**src/rtl/dm1_2x8_reg.sv**
```systemverilog
// Registered 1:2 byte demultiplexer: one valid/ready input stream is steered by sel into two
// one-entry output lanes. Optional per-lane accept counters are built when DM_CNT_EN is defined.
module dm1_2x8_reg #(
  parameter int W     = 8,
  parameter int CNT_W = 8
) (
  input  logic             clk,
  input  logic             rst_n,
  input  logic             clr,
  input  logic             in_valid,
  output logic             in_ready,
  input  logic [W-1:0]     in_data,
  input  logic             sel,
  output logic             out0_valid,
  input  logic             out0_ready,
  output logic [W-1:0]     out0_data,
  output logic             out1_valid,
  input  logic             out1_ready,
  output logic [W-1:0]     out1_data,
  output logic [CNT_W-1:0] cnt0,
  output logic [CNT_W-1:0] cnt1
);

  typedef enum logic {
    EMPTY = 1'b0,
    FULL  = 1'b1
  } lane_state_e;

  lane_state_e state0_q, state0_d;
  lane_state_e state1_q, state1_d;
  logic [W-1:0] data0_q, data0_d;
  logic [W-1:0] data1_q, data1_d;

  logic take0, take1;
  logic tgt_free;
  logic acc, acc0, acc1;

  // A new accept wins over a take (pass-through keeps the lane FULL); clr wins over both.
  function automatic lane_state_e lane_next(lane_state_e cur, logic take, logic accept,
                                            logic flush);
    lane_state_e nxt;
    nxt = cur;
    if (flush)       nxt = EMPTY;
    else if (accept) nxt = FULL;
    else if (take)   nxt = EMPTY;
    return nxt;
  endfunction

  // NOTE: every output of this block gets a value on every path, so no latch is inferred.
  always_comb begin
    take0    = (state0_q == FULL) & out0_ready;
    take1    = (state1_q == FULL) & out1_ready;
    tgt_free = sel ? ((state1_q == EMPTY) | take1) : ((state0_q == EMPTY) | take0);
    in_ready = !clr & tgt_free;
    acc      = in_valid & in_ready;
    acc0     = acc & !sel;
    acc1     = acc & sel;

    state0_d = lane_next(state0_q, take0, acc0, clr);
    state1_d = lane_next(state1_q, take1, acc1, clr);
    data0_d  = acc0 ? in_data : data0_q;
    data1_d  = acc1 ? in_data : data1_q;
  end

  // NOTE: state flops use non-blocking assignments so all lanes update from the same pre-edge values.
  always_ff @(posedge clk or negedge rst_n) begin
    if (!rst_n) begin
      state0_q <= EMPTY;
      state1_q <= EMPTY;
      data0_q  <= '0;
      data1_q  <= '0;
    end else begin
      state0_q <= state0_d;
      state1_q <= state1_d;
      data0_q  <= data0_d;
      data1_q  <= data1_d;
    end
  end

  assign out0_valid = (state0_q == FULL);
  assign out1_valid = (state1_q == FULL);
  assign out0_data  = data0_q;
  assign out1_data  = data1_q;

`ifdef DM_CNT_EN
  logic [CNT_W-1:0] cnt0_q, cnt0_d;
  logic [CNT_W-1:0] cnt1_q, cnt1_d;

  // Counters are deliberately untouched by clr; they wrap naturally at 2^CNT_W.
  always_comb begin
    cnt0_d = acc0 ? cnt0_q + CNT_W'(1) : cnt0_q;
    cnt1_d = acc1 ? cnt1_q + CNT_W'(1) : cnt1_q;
  end

  always_ff @(posedge clk or negedge rst_n) begin
    if (!rst_n) begin
      cnt0_q <= '0;
      cnt1_q <= '0;
    end else begin
      cnt0_q <= cnt0_d;
      cnt1_q <= cnt1_d;
    end
  end

  assign cnt0 = cnt0_q;
  assign cnt1 = cnt1_q;
`else
  assign cnt0 = '0;
  assign cnt1 = '0;
`endif

endmodule
```
**config.mk**
```make
export PLATFORM = sky130hd
export DESIGN_NAME = dm1_2x8_reg
export DESIGN_NICKNAME = d
export VERILOG_FILES = /design/src/rtl/dm1_2x8_reg.sv
export SDC_FILE = /design/constraint.sdc
export NUM_CORES = 1
export LEC_CHECK = 0
export ABC_CLOCK_PERIOD_IN_PS = 1250
export BUFFER_PORTS_ARGS = -buffer_cell sky130_fd_sc_hd__clkbuf_2
export CAP_MARGIN = 0
export CORE_MARGIN = 5
export CORE_UTILIZATION = 38
export DETAILED_ROUTE_END_ITERATION = 10
export PLACE_DENSITY = 0.77
export SYNTH_ARGS = -nofsm -noshare
export SYNTH_HDL_FRONTEND = slang
export SYNTH_SLANG_ARGS = --single-unit
```
**constraint.sdc**
```tcl
create_clock -name clk -period 1.25 [get_ports clk]
set_input_delay 0.125 -clock clk [delete_from_list [all_inputs] [get_ports clk]]
set_output_delay 0.125 -clock clk [all_outputs]
set_load 0.02 [all_outputs]
```
==> flow_summary.json, run 1 <==
{
  "critPathArrivalTime_ns": 1.18,
  "slew_viol_final": 0,
  "synth_cell_types": 14,
  "antenna_cells": 0,
  "highest_layer": "met4",
  "final_common_cell": "clkbuf_2",
  "row_count": 17,
  "netlist_area_um2": 866,
  "place_inst": 121,
  "grt_max_degree": 19,
  "finalNetCount": 118,
  "violations": "negative setup slack",
  "viasPerCell": 4.30,
  "path_cells": "nand2b_1 > buf_4 > mux2i_1 > nor2_1 > buf_4",
  "dieWidth_um": 57.7,
  "core_area_um2": 2190,
  "hold_viol": 0,
  "htree_levels": 1,
  "start_kind": "register",
  "crit_type": "register to primary output",
  "synth-edff-count": 0,
  "synthTopCellsByArea": "dfrtp_1 (52%), buf_4 (14%), mux2_4 (14%)",
  "r2r_cells": 4,
  "fin_crit_sh_pct": 104,
  "p_leak_nw": 0.568,
  "rr_startpoint": "out1_valid",
  "cts.sinks": 18,
  "cp-end-kind": "primary output",
  "whs_endpoint": "out1_data[1]",
  "yosysSeqAreaShare_pct": 52.0,
  "die-height_um": 57.7,
  "avgSynthCellArea_um2": 14.2,
  "die-area_um2": 3330,
  "io_pins": 50,
  "finalSetupTns_ns": -0.112,
  "layout-drive-gt1-share_pct": 60.8,
  "drt-total-wl_um": 1780,
  "yosysTopAreaCell": "dfrtp_1",
  "ys_ff_latch": 18,
  "overflow": 0,
  "cp.required_ns": 1.12,
  "cts_tree": "built",
  "max_freq_ghz": 0.769,
  "worstPathMaxFanout": 2,
  "ff2ff_setup_slack_ns": -0.02,
  "io_buffers": 33,
  "clock_latency_ns": 0.29,
  "cts_max_path_buffers": 2,
  "yosysWarnings": 0,
  "cpMostUsedCell": "buf_4",
  "crit_buf_inv": 2,
  "ant_nets": 0,
  "r2r-end": "out1_data[3]",
  "antenna_found_initial": 0,
  "post-dp-hpwl_um": 1330,
  "synthArstFlopShare_pct": 100,
  "grt_use_total_pct": 10.6,
  "area_delta_synth_final_pct": 25.0,
  "hold_class": "primary input to register",
  "initial_core_util_pct": 39.5,
  "yosysTopAreaCellShare_pct": 52.0,
  "drt_iter0_markers": 11,
  "firstDrtPassIters": 2,
  "dr_wl_met2_um": 879,
  "maxCapViolCount": 0,
  "status": "complete, but fails checks",
  "worstHoldStart": "in_data[1]",
  "setup_viol": 6,
  "ir_drop_uv": 593,
  "fin_cells": 130,
  "synth_cells": 61,
  "skew_ns": 0.00735,
  "period_needed_ns": 1.30,
  "powerDensity_nw_per_um2": 1500,
  "worst_slack_ns": -0.0509,
  "critical-path-slowest-cell": "dfrtp_2",
  "ys_dominant_reg_cell": "dfrtp_1",
  "grt_first_pass_wirelength_um": 2770,
  "routedWlPerCell_um": 13.7,
  "max_stage_delay_ns": 0.41,
  "finalWeightedCongestion": 0.754,
  "cpLargestDelayFamily": "flip-flops",
  "clk_pin_slew_worst_paths_ns": 0.10,
  "grt_setup_unrepaired": "yes",
  "wirelength_met1_um": 685,
  "grt_pass1_vias": 591,
  "met3_length_um": 201,
  "whs_path_depth": 2,
  "mostFrequentLayoutCells": "clkbuf_2 (32), dfrtp_1 (17), conb_1 (16)",
  "root_buffer": "clkbuf_4",
  "drc_errors": 0,
  "vias": 559,
  "cts_buffers": 3
}
==> Yosys cell counts, types with 2 or more instances <==
cell and instances:
nand2b_1 2, mux2_4 8, buf_4 16, mux2_2 8, dfrtp_1 18
==> per-stage QoR <==
| step | power [mW] | util, % | setup slack (ns) | hold WS, ns | cell area [um^2] |
|---|---|---|---|---|---|
| final | 1.62 | 49.4 | -0.0509 | 0.0769 | 1080 |
| after global routing | 1.72 | 49.4 | -0.150 | 0.0576 | 1080 |
| after CTS | 1.63 | 48.5 | -0.0951 | 0.0763 | 1060 |
| after detailed placement | 1.27 | 45.6 | 0.0225 | 0.0852 | 1000 |
| after global placement | 1.26 | 45.6 | 0.0619 | 0.0802 | 1000 |
| after floorplan | 1.13 | - | -0.0236 | -0.171 | 927 |
==> sequential cells by signal, summed over array words and instances (netlist names) <==
| name | cells |
|---|---|
| out0_valid | 1 |
| out1_data | 8 |
| out0_data | 8 |
| out1_valid | 1 |
==> cells by family (layout without fill, tap and decap cells) <==
| logic type | after synthesis | count (layout) | share of synthesized area (%) |
|---|---|---|---|
| flip-flops | 18 | 18 | 52.0 |
| multiplexers | 17 | 17 | 25.4 |
| buffers and inverters | 17 | 42 | 15.2 |
| AND/OR/NAND/NOR | 6 | 7 | 5.49 |
| AO/OA/AOI/OAI | 2 | 2 | 1.44 |
| other | 1 | 16 | 0.433 |
==> worst max-delay path by stage <==
stage	start	to	cells after the start
after global routing	out1_valid	in_ready	5
final	out1_valid	in_ready	5
after global placement	out0_valid	out0_data[5]	3
after detailed placement	out1_valid	out1_data[7]	3
after CTS	out1_valid	in_ready	5
after floorplan	out1_valid	out1_data[0]	4
==> area by class of cell <==
| cell class | instances | area [um^2] |
|---|---|---|
| multi-input combinational | 42 | 352 |
| timing repair buffer | 38 | 208 |
| tap | 28 | 35.0 |
| fill | 186 | 1110 |
| clock buffer | 4 | 36.3 |
| sequential | 18 | 452 |
==> repair_timing <==
action                                  CTS  global route
cloned                                    0             1
setup buffers                             2             1
pin swaps                                 1             1
hold endpoints to repair                 18             0
hold buffers                              1             0
endpoints found under the setup margin    1            17
gates resized for setup                   1             2
==> per-layer routing <==
layer	up-vias	GRT usage, %
li1	259	-
met1	270	13.3
met2	28	16.3
met3	2	4.01
met4	0	4.30
met5	-	0
==> report_power, final <==
| group | internal, mW | switching, mW |
|---|---|---|
| registers | 0.692 | 0.0607 |
| clock network | 0.177 | 0.173 |
| logic | 0.219 | 0.299 |
No activity file was read; power rests on OpenSTA's default activity.
==> run 2: changes to the inputs <==
Settings changed: ABC_CLOCK_PERIOD_IN_PS 1250 to unset, CORE_UTILIZATION 38 to 40, CTS_BUF_LIST set to sky130_fd_sc_hd__clkbuf_4 sky130_fd_sc_hd__clkbuf_8, PLACE_DENSITY 0.77 to 0.8.
==> run 2 against run 1 <==
Compared with the run above: the flow still finishes with violations (negative setup slack); register-to-register slack is essentially flat; sequential share of layout area grew 0.64 points; total power down 0.63%; highest routed layer is now met3; sequential power hardly changed.
==> flow_summary.json, run 2 (synthesized netlist as in run 1, its figures left out) <==
{
  "maxCapViolCount": 0,
  "start_kind": "register",
  "cts.sinks": 18,
  "layout-drive-gt1-share_pct": 60.0,
  "drt_iter0_markers": 6,
  "cts_buffers": 3,
  "drc_errors": 0,
  "grt_first_pass_wirelength_um": 2730,
  "vias": 544,
  "ant_nets": 0,
  "io_buffers": 33,
  "pre_cts_ws_ns": 0.0411,
  "cp-end-kind": "primary output",
  "drt-total-wl_um": 1700,
  "cts_max_path_buffers": 2,
  "routedWlPerCell_um": 13.3,
  "cts_tree": "built",
  "grt_use_total_pct": 10.9,
  "antenna_found_initial": 0,
  "io_pins": 50,
  "ir_drop_uv": 564,
  "htree_levels": 1,
  "overflow": 0,
  "crit_type": "register to primary output",
  "grt_pass1_vias": 596,
  "cp.required_ns": 1.12,
  "viasPerCell": 4.28,
  "fin_crit_sh_pct": 105,
  "max_freq_ghz": 0.762,
  "antenna_cells": 0,
  "period_needed_ns": 1.31,
  "worstPathMaxFanout": 2,
  "status": "complete, but fails checks",
  "slew_viol_final": 0,
  "initial_core_util_pct": 42.8,
  "hold_viol": 0,
  "skew_ns": 0.00477,
  "fillers": 194,
  "die-area_um2": 3200,
  "finalNetCount": 116,
  "root_buffer": "clkbuf_4",
  "core_area_um2": 2020,
  "dieWidth_um": 56.5,
  "clk_pin_slew_worst_paths_ns": 0.10,
  "finalWeightedCongestion": 0.742,
  "post-dp-hpwl_um": 1310,
  "grt_max_degree": 19,
  "area_delta_synth_final_pct": 23.1,
  "p_leak_nw": 0.560,
  "row_count": 16,
  "die-height_um": 56.5,
  "setup_viol": 6,
  "violations": "negative setup slack",
  "clock_latency_ns": 0.28,
  "finalSetupTns_ns": -0.147,
  "grt_setup_unrepaired": "yes",
  "firstDrtPassIters": 4,
  "mostFrequentLayoutCells": "clkbuf_2 (32), dfrtp_1 (17), conb_1 (16)",
  "powerDensity_nw_per_um2": 1510,
  "hold_class": "primary input to register",
  "critPathArrivalTime_ns": 1.19,
  "worst_slack_ns": -0.0617,
  "final_common_cell": "clkbuf_2"
}
run 2: cell count changes in the layout (fill, tap and decap cells not counted):
cell / before / now
buf_4: 5 / 3
run 2: through the flow:
stage | hold slack (ns) | total power [mW] | cells | util (%) | instance area, um^2
finish | 0.0828 | 1.61 | 127 | 52.7 | 1070
global placement | 0.0807 | 1.26 | 120 | 49.4 | 998
floorplan | -0.171 | 1.13 | 76 | - | 927
global route | 0.0633 | 1.71 | 127 | 52.7 | 1070
CTS | 0.0680 | 1.63 | 126 | 52.2 | 1050
detailed placement | 0.0870 | 1.27 | 120 | 49.4 | 998
run 2: area by class of cell:
| class | instances | area (um^2) | share of cell area, % |
|---|---|---|---|
| clock buffer | 4 | 36.3 | 3.40 |
| multi-input combinational | 42 | 352 | 33.0 |
| sequential | 18 | 452 | 42.4 |
| tap | 27 | 33.8 | 3.17 |
| timing repair buffer | 36 | 193 | 18.1 |
run 2: metal layers:
| layer | GRT usage (%) | part of all wire (%) |
|---|---|---|
| met5 | 0 | 0 |
| met4 | 4.07 | 0 |
| met3 | 3.67 | 11 |
| met2 | 18.8 | 49 |
| met1 | 12.3 | 40 |
run 2: critical path, stage by stage, from the launching register on:
cell and delay, ns:
dfrtp_2 0.37, nand2b_1 0.07, buf_4 0.14, mux2i_1 0.13, nor2_1 0.05, buf_4 0.15
run 2: path summary, 6_finish.rpt:
kind | startpoint | endpoint | slack (ns) | depth (start not counted)
worst max-delay path | out1_valid | in_ready | -0.06 | 5
worst min-delay path | clr | out1_valid | 0.08 | 2
worst max register to register | out1_valid | out1_data[4] | -0.02 | 4
worst min register to register | out0_data[6] | out0_data[6] | 0.52 | 1
max in group asynchronous | rst_n | out1_valid | 0.61 | 2
min in group asynchronous | rst_n | out1_data[0] | 0.30 | 2
run 2: repair_timing:
action,4_1_cts,5_1_grt
cloned,0,1
endpoints found under the hold margin,18,0
buffers inserted,1,0
resized for setup,1,2
endpoints found under the setup margin,1,17
pin swaps,0,0
hold buffers,1,0
run 2: power breakdown:
| part | switching [mW] | internal (mW) |
|---|---|---|
| sequential | 0.0592 | 0.692 |
| combinational | 0.297 | 0.216 |
| clock | 0.169 | 0.177 |
| total | 0.525 | 1.08 |
